==> config.mk <==
export PLATFORM = sky130hd
export DESIGN_NAME = decode_stage
export DESIGN_NICKNAME = d
export VERILOG_FILES = /design/src/rtl/rv_pkg.sv /design/src/rtl/imm_gen.sv /design/src/rtl/decode_stage.sv
export SDC_FILE = /design/constraint.sdc
export NUM_CORES = 1
export LEC_CHECK = 0
export CELL_PAD_IN_SITES_DETAIL_PLACEMENT = 1
export CELL_PAD_IN_SITES_GLOBAL_PLACEMENT = 2
export CORE_MARGIN = 10
export CORE_UTILIZATION = 27
export DETAILED_ROUTE_END_ITERATION = 10
export GPL_TIMING_DRIVEN = 0
export HOLD_SLACK_MARGIN = 0.05
export PLACE_DENSITY_LB_ADDON = 0.1
export SLEW_MARGIN = 40
export SYNTH_ARGS = -nofsm -noshare
export SYNTH_HDL_FRONTEND = slang
export SYNTH_SLANG_ARGS = --single-unit
==> constraint.sdc <==
create_clock -name clock -period 2.1 [get_ports clock]
set_input_delay 0.42 -clock clock [delete_from_list [all_inputs] [get_ports clock]]
set_output_delay 0.42 -clock clock [all_outputs]
set_load 0.05 [all_outputs]
==> src/rtl/rv_pkg.sv <==
// Shared RV32I/M decode types and major-opcode constants.
package rv_pkg;

    typedef enum logic [5:0] {
        ADD, SUB, SLL, SLT, SLTU, XOR, SRL, SRA, OR, AND,
        ADDI, SLTI, SLTIU, XORI, ORI, ANDI, SLLI, SRLI, SRAI,
        LB, LH, LW, LBU, LHU,
        SB, SH, SW,
        BEQ, BNE, BLT, BGE, BLTU, BGEU,
        LUI, AUIPC, JAL, JALR,
        MUL, MULH, MULHSU, MULHU, DIV, DIVU, REM, REMU,
        NOP
    } alu_op_t;

    typedef enum logic [2:0] {FMT_R, FMT_I, FMT_S, FMT_B, FMT_U, FMT_J} inst_fmt_t;

    localparam logic [6:0] OPC_LUI    = 7'b0110111;
    localparam logic [6:0] OPC_AUIPC  = 7'b0010111;
    localparam logic [6:0] OPC_JAL    = 7'b1101111;
    localparam logic [6:0] OPC_JALR   = 7'b1100111;
    localparam logic [6:0] OPC_BRANCH = 7'b1100011;
    localparam logic [6:0] OPC_LOAD   = 7'b0000011;
    localparam logic [6:0] OPC_STORE  = 7'b0100011;
    localparam logic [6:0] OPC_OPIMM  = 7'b0010011;
    localparam logic [6:0] OPC_OP     = 7'b0110011;

endpackage

==> src/rtl/imm_gen.sv <==
// Combinational immediate extraction; R-format carries no immediate.
module imm_gen
    import rv_pkg::*;
(
    input  logic [31:0] inst,
    input  inst_fmt_t   fmt,
    output logic [31:0] imm
);

    always_comb begin
        imm = 32'd0;
        case (fmt)
            FMT_I: imm = {{20{inst[31]}}, inst[31:20]};
            FMT_S: imm = {{20{inst[31]}}, inst[31:25], inst[11:7]};
            FMT_B: imm = {{19{inst[31]}}, inst[31], inst[7], inst[30:25], inst[11:8], 1'b0};
            FMT_U: imm = {inst[31:12], 12'd0};
            FMT_J: imm = {{11{inst[31]}}, inst[31], inst[19:12], inst[20], inst[30:21], 1'b0};
            default: imm = 32'd0;
        endcase
    end

endmodule

==> src/rtl/decode_stage.sv <==
// RV32I(+M) decoder feeding a 2-entry in-order skid buffer; outputs come from the head entry.
module decode_stage
    import rv_pkg::*;
#(
    parameter int ENABLE_M = 0,
    parameter int PC_W     = 32
) (
    input  logic            clock,
    input  logic            reset,
    input  logic            flush,
    input  logic            in_valid,
    output logic            in_ready,
    input  logic [31:0]     in_inst,
    input  logic [PC_W-1:0] in_pc,
    output logic            out_valid,
    input  logic            out_ready,
    output alu_op_t         out_alu_op,
    output inst_fmt_t       out_fmt,
    output logic [4:0]      out_rd,
    output logic [4:0]      out_rs1,
    output logic [4:0]      out_rs2,
    output logic            out_rd_we,
    output logic [31:0]     out_imm,
    output logic [PC_W-1:0] out_pc,
    output logic            out_illegal
);

    typedef enum logic [1:0] {EMPTY, ONE, TWO} occ_t;

    typedef struct packed {
        alu_op_t         op;
        inst_fmt_t       fmt;
        logic [4:0]      rd;
        logic [4:0]      rs1;
        logic [4:0]      rs2;
        logic            rd_we;
        logic [31:0]     imm;
        logic [PC_W-1:0] pc;
        logic            illegal;
    } entry_t;

    localparam entry_t ENTRY_RESET = '{op: NOP, fmt: FMT_R, rd: 5'd0, rs1: 5'd0, rs2: 5'd0,
                                       rd_we: 1'b0, imm: 32'd0, pc: '0, illegal: 1'b0};

    occ_t      state_reg;
    entry_t    head_reg, tail_reg, dec_entry;
    alu_op_t   dec_op;
    inst_fmt_t dec_fmt;
    logic      dec_legal, use_rs1, use_rs2;
    logic [31:0] dec_imm;
    logic [2:0]  funct3;
    logic [6:0]  funct7;
    logic        push, pop;

    assign funct3 = in_inst[14:12];
    assign funct7 = in_inst[31:25];

    always_comb begin
        dec_op    = NOP;
        dec_fmt   = FMT_R;
        dec_legal = 1'b0;
        use_rs1   = 1'b0;
        use_rs2   = 1'b0;
        case (in_inst[6:0])
            OPC_OP: begin
                dec_fmt = FMT_R;
                use_rs1 = 1'b1;
                use_rs2 = 1'b1;
                if (funct7 == 7'b0000000) begin
                    dec_legal = 1'b1;
                    case (funct3)
                        3'b000: dec_op = ADD;
                        3'b001: dec_op = SLL;
                        3'b010: dec_op = SLT;
                        3'b011: dec_op = SLTU;
                        3'b100: dec_op = XOR;
                        3'b101: dec_op = SRL;
                        3'b110: dec_op = OR;
                        default: dec_op = AND;
                    endcase
                end else if (funct7 == 7'b0100000) begin
                    if (funct3 == 3'b000) begin
                        dec_op = SUB;
                        dec_legal = 1'b1;
                    end else if (funct3 == 3'b101) begin
                        dec_op = SRA;
                        dec_legal = 1'b1;
                    end
                end else if (funct7 == 7'b0000001 && ENABLE_M != 0) begin
                    dec_legal = 1'b1;
                    case (funct3)
                        3'b000: dec_op = MUL;
                        3'b001: dec_op = MULH;
                        3'b010: dec_op = MULHSU;
                        3'b011: dec_op = MULHU;
                        3'b100: dec_op = DIV;
                        3'b101: dec_op = DIVU;
                        3'b110: dec_op = REM;
                        default: dec_op = REMU;
                    endcase
                end
            end
            OPC_OPIMM: begin
                dec_fmt   = FMT_I;
                use_rs1   = 1'b1;
                dec_legal = 1'b1;
                case (funct3)
                    3'b000: dec_op = ADDI;
                    3'b010: dec_op = SLTI;
                    3'b011: dec_op = SLTIU;
                    3'b100: dec_op = XORI;
                    3'b110: dec_op = ORI;
                    3'b111: dec_op = ANDI;
                    3'b001: begin
                        dec_op    = SLLI;
                        dec_legal = (funct7 == 7'b0000000);
                    end
                    default: begin
                        // imm[11:5] doubles as the shift-kind selector
                        dec_op    = (funct7 == 7'b0100000) ? SRAI : SRLI;
                        dec_legal = (funct7 == 7'b0000000) || (funct7 == 7'b0100000);
                    end
                endcase
            end
            OPC_LOAD: begin
                dec_fmt   = FMT_I;
                use_rs1   = 1'b1;
                dec_legal = 1'b1;
                case (funct3)
                    3'b000: dec_op = LB;
                    3'b001: dec_op = LH;
                    3'b010: dec_op = LW;
                    3'b100: dec_op = LBU;
                    3'b101: dec_op = LHU;
                    default: dec_legal = 1'b0;
                endcase
            end
            OPC_STORE: begin
                dec_fmt   = FMT_S;
                use_rs1   = 1'b1;
                use_rs2   = 1'b1;
                dec_legal = 1'b1;
                case (funct3)
                    3'b000: dec_op = SB;
                    3'b001: dec_op = SH;
                    3'b010: dec_op = SW;
                    default: dec_legal = 1'b0;
                endcase
            end
            OPC_BRANCH: begin
                dec_fmt   = FMT_B;
                use_rs1   = 1'b1;
                use_rs2   = 1'b1;
                dec_legal = 1'b1;
                case (funct3)
                    3'b000: dec_op = BEQ;
                    3'b001: dec_op = BNE;
                    3'b100: dec_op = BLT;
                    3'b101: dec_op = BGE;
                    3'b110: dec_op = BLTU;
                    3'b111: dec_op = BGEU;
                    default: dec_legal = 1'b0;
                endcase
            end
            OPC_LUI:   begin dec_fmt = FMT_U; dec_op = LUI;   dec_legal = 1'b1; end
            OPC_AUIPC: begin dec_fmt = FMT_U; dec_op = AUIPC; dec_legal = 1'b1; end
            OPC_JAL:   begin dec_fmt = FMT_J; dec_op = JAL;   dec_legal = 1'b1; end
            OPC_JALR: begin
                dec_fmt   = FMT_I;
                dec_op    = JALR;
                use_rs1   = 1'b1;
                dec_legal = (funct3 == 3'b000);
            end
            default: dec_legal = 1'b0;
        endcase
        if (in_inst[1:0] != 2'b11) begin
            dec_legal = 1'b0;
        end
        if (!dec_legal) begin
            dec_op = NOP;
        end
    end

    imm_gen u_imm_gen (
        .inst (in_inst),
        .fmt  (dec_fmt),
        .imm  (dec_imm)
    );

    always_comb begin
        dec_entry.op      = dec_op;
        dec_entry.fmt     = dec_fmt;
        dec_entry.rd      = in_inst[11:7];
        dec_entry.rs1     = use_rs1 ? in_inst[19:15] : 5'd0;
        dec_entry.rs2     = use_rs2 ? in_inst[24:20] : 5'd0;
        dec_entry.rd_we   = dec_legal && (dec_fmt != FMT_S) && (dec_fmt != FMT_B)
                            && (in_inst[11:7] != 5'd0);
        dec_entry.imm     = dec_imm;
        dec_entry.pc      = in_pc;
        dec_entry.illegal = !dec_legal;
    end

    assign in_ready  = (state_reg != TWO) && !reset;
    assign out_valid = (state_reg != EMPTY);
    assign push      = in_valid && in_ready && !flush;
    assign pop       = out_valid && out_ready;

    always_ff @(posedge clock) begin
        if (reset) begin
            state_reg <= EMPTY;
            head_reg  <= ENTRY_RESET;
            tail_reg  <= ENTRY_RESET;
        end else if (flush) begin
            state_reg <= EMPTY;
        end else begin
            case (state_reg)
                EMPTY: if (push) begin
                    head_reg  <= dec_entry;
                    state_reg <= ONE;
                end
                ONE: begin
                    if (push && pop) begin
                        head_reg <= dec_entry;
                    end else if (push) begin
                        tail_reg  <= dec_entry;
                        state_reg <= TWO;
                    end else if (pop) begin
                        state_reg <= EMPTY;
                    end
                end
                TWO: if (pop) begin
                    head_reg  <= tail_reg;
                    state_reg <= ONE;
                end
                default: state_reg <= EMPTY;
            endcase
        end
    end

    assign out_alu_op  = head_reg.op;
    assign out_fmt     = head_reg.fmt;
    assign out_rd      = head_reg.rd;
    assign out_rs1     = head_reg.rs1;
    assign out_rs2     = head_reg.rs2;
    assign out_rd_we   = head_reg.rd_we;
    assign out_imm     = head_reg.imm;
    assign out_pc      = head_reg.pc;
    assign out_illegal = head_reg.illegal;

endmodule

==> metrics.cfg <==
[worst_setup_path]
crit_family=buffers and inverters
path_class=reg2out
r2r_cells=6
crit_buf_inv=1
required_ns=1.68
worstSetupStartpointType=register
cp.arrival_ns=1.65
crit_cells=1
crit_fanout=2
cpPeakStageDelay_ns=0.83
end_kind=output pin
critPathSlowestCell=clkdlybuf4s50_1
worstPathCellList=clkdlybuf4s50_1

[final_layout]
largest_reg_flops=90
areaGrowthSynthToFinish_pct=40.2
fillers=3653
drive_above_1_share_pct=13.7
regArea_sq_mm=0.00365
nNetsFinal=1332
antenna_cells=0
multi_input_area_sq_mm=0.00438

[detailed_routing]
vias=8668
drt_iter0_markers=502
avgRoutedWirePerCell_um=22.0
postRouteAntennaNets=0
drt-total-wl_um=36800
dr.pass1.iters=5
drc=0
vias_per_cell=5.19

[logic_synthesis]
synth_area_leaders=dfxtp_1 44%, nand2_1 10%, a311oi_1 6.4%
ys.flop_type=dfxtp_1
synth_seq_cells=182
netlist.area_leader.share_pct=44.1
ys_top_cells_by_count=227 x nand2_1, 182 x dfxtp_1, 137 x nor2_1, 84 x a21oi_1, 65 x clkbuf_1
ys_warn_count=0
netlist_area_sq_mm=0.00827
synth_edf_count=0
syn-num-nets=1130
yosysMostFrequentCell=nand2_1
synth_cells=1061
synth.yosys.seq_area_share_pct=44.1
syn_avg_cell_area_sq_um=7.79
async_flop_share_pct=0
yosys.area.top_type=dfxtp_1
synth_cell_types=64

[pwr]
switching_share_pct=31.4
combPwrFrac_pct=16.3
ir_drop_mv=0.541
p_seq_share_pct=44.3
finalPower_w=0.00813
p_per_area_mw_per_mm2=701
intPower_w=0.00558
p_clk_share_pct=39.4
p_leak_nw=4.30
p_switching_w=0.00255

[hold_path]
hold_path.class=in2reg
worstHoldPathCells=3

[floorplanning]
die_h_um=195
die_w_um=195
die_area_sq_mm=0.0380
rows=64
io_pins=161
core-area_sq_mm=0.0304
initial_core_util_pct=27.2

[sta]
tightestPinTransition_ns=0.764
min_period_ns=2.07
hold_ws_ns=0.411
fmax_mhz=484
fin_skew_ns=0.0132
finalHoldViolCount=0
finalCritPeriodShare_pct=98.4
fin_ws_ns=0.0341
maxSlewViolCount=0
setup-violations-final=0
relSlewSlack_pct=49.1

[clock_tree]
cts_buffer_depth=2
cts_buffers=17
clk_latency_ns=0.44
cts.clk_slew.worst_paths_ns=0.08
cts_tree=built
cts_max_level=4
cts.sinks=182
root_buffer=clkbuf_16

[place]
portBuffers=158
place_ws_ns=-1.33
gp_congestion=0.851
dpl.hpwl_um=27000

[global_route]
grt_use_total_pct=18.8
antenna_found_initial=0
grt_pass1_wl_um=56200
grt_pass1_vias=8973
grt_max_degree=19
grt_overflow=0

[job]
drv_cap=0

[outcome]
status=finished, final reports clean

-- metal layers --
metal | up-vias | global-route usage [%] | routed length, um
li1 | 4190 | - | -
met3 | 26 | 3.25 | 1570
met5 | - | 0 | 0
met1 | 4262 | 24.7 | 17400
met2 | 190 | 31.4 | 17400
met4 | 0 | 3.93 | 467
-- path summary, 6_finish.rpt --
check	start	endpoint	slack, ns
setup / recovery	out_alu_op[1]	out_alu_op[1]	0.03
hold / removal	in_inst[25]	tail_reg[38]	0.41
setup reg to reg	state_reg[1]	tail_reg[48]	0.10
hold reg to reg	tail_reg[88]	tail_reg[88]	0.46
-- layout make-up --
cell class | count | share of cell area [%]
Timing Repair Buffer | 185 | 15.7
Multi-Input combinational cell | 768 | 37.8
Clock inverter | 13 | 1.24
Buffer | 100 | 5.58
Inverter | 9 | 0.324
Clock buffer | 17 | 3.67
Tap cell | 396 | 4.27
Sequential cell | 182 | 31.5
-- cells by family after synthesis --
family | share of synthesized area (%)
AND/OR/NAND/NOR | 27.0
AO/OA/AOI/OAI | 22.8
flip-flops | 44.1
buffers and inverters | 5.83
XOR/XNOR | 0.212
multiplexers | 0.121
-- through the flow --
step	area [sq um]	TNS, ns	utilization, %	cells
detailed placement	10400	-146.54	34.1	1616
finish	11600	0	38.1	1670
global placement	10300	-145.27	34.0	1615
floorplan	8270	0	-	1061
global route	11600	-0.0152	38.1	1670
CTS	11400	-0.145	37.4	1658
-- timing repair --
action / CTS / global route
endpoints found under the hold margin: 0 / 0
setup endpoints to repair: 186 / 114
cloned: 0 / 1
buffers inserted: 12 / 13
pin swaps: 13 / 8
resized for setup: 135 / 53
hold buffers: 0 / 0
-- power groups by stage --
stage                     sequential [W]  clock, W  combinational, W
after global routing             0.00362   0.00341           0.00141
after floorplan                  0.00398         0          0.000404
after CTS                        0.00361   0.00326           0.00132
after global placement           0.00369         0           0.00126
final                            0.00360   0.00320           0.00132
after detailed placement         0.00369         0           0.00127
-- cells in the final DEF, fill, tap and decap left out, drive strengths merged, types with 8 or more instances in the layout --
cell           netlist  final
inv                  9     12
a21oi               86     86
clkinv               0      9
and3                 9      9
a311o               12     12
o41ai                8      8
dlymetal6s2s         0     18
nand3               34     34
a211oi              43     43
a311oi              60     60
nor2               138    138
nor3                29     29
nand2              227    227
dlygate4sd2          0     15
o21ai               18     18
clkbuf              65     83
buf                 37     63
dfxtp              182    182
clkdlybuf4s50        0    123
nand3b              22     22
Note: power is estimated with default switching activity, not from simulation.
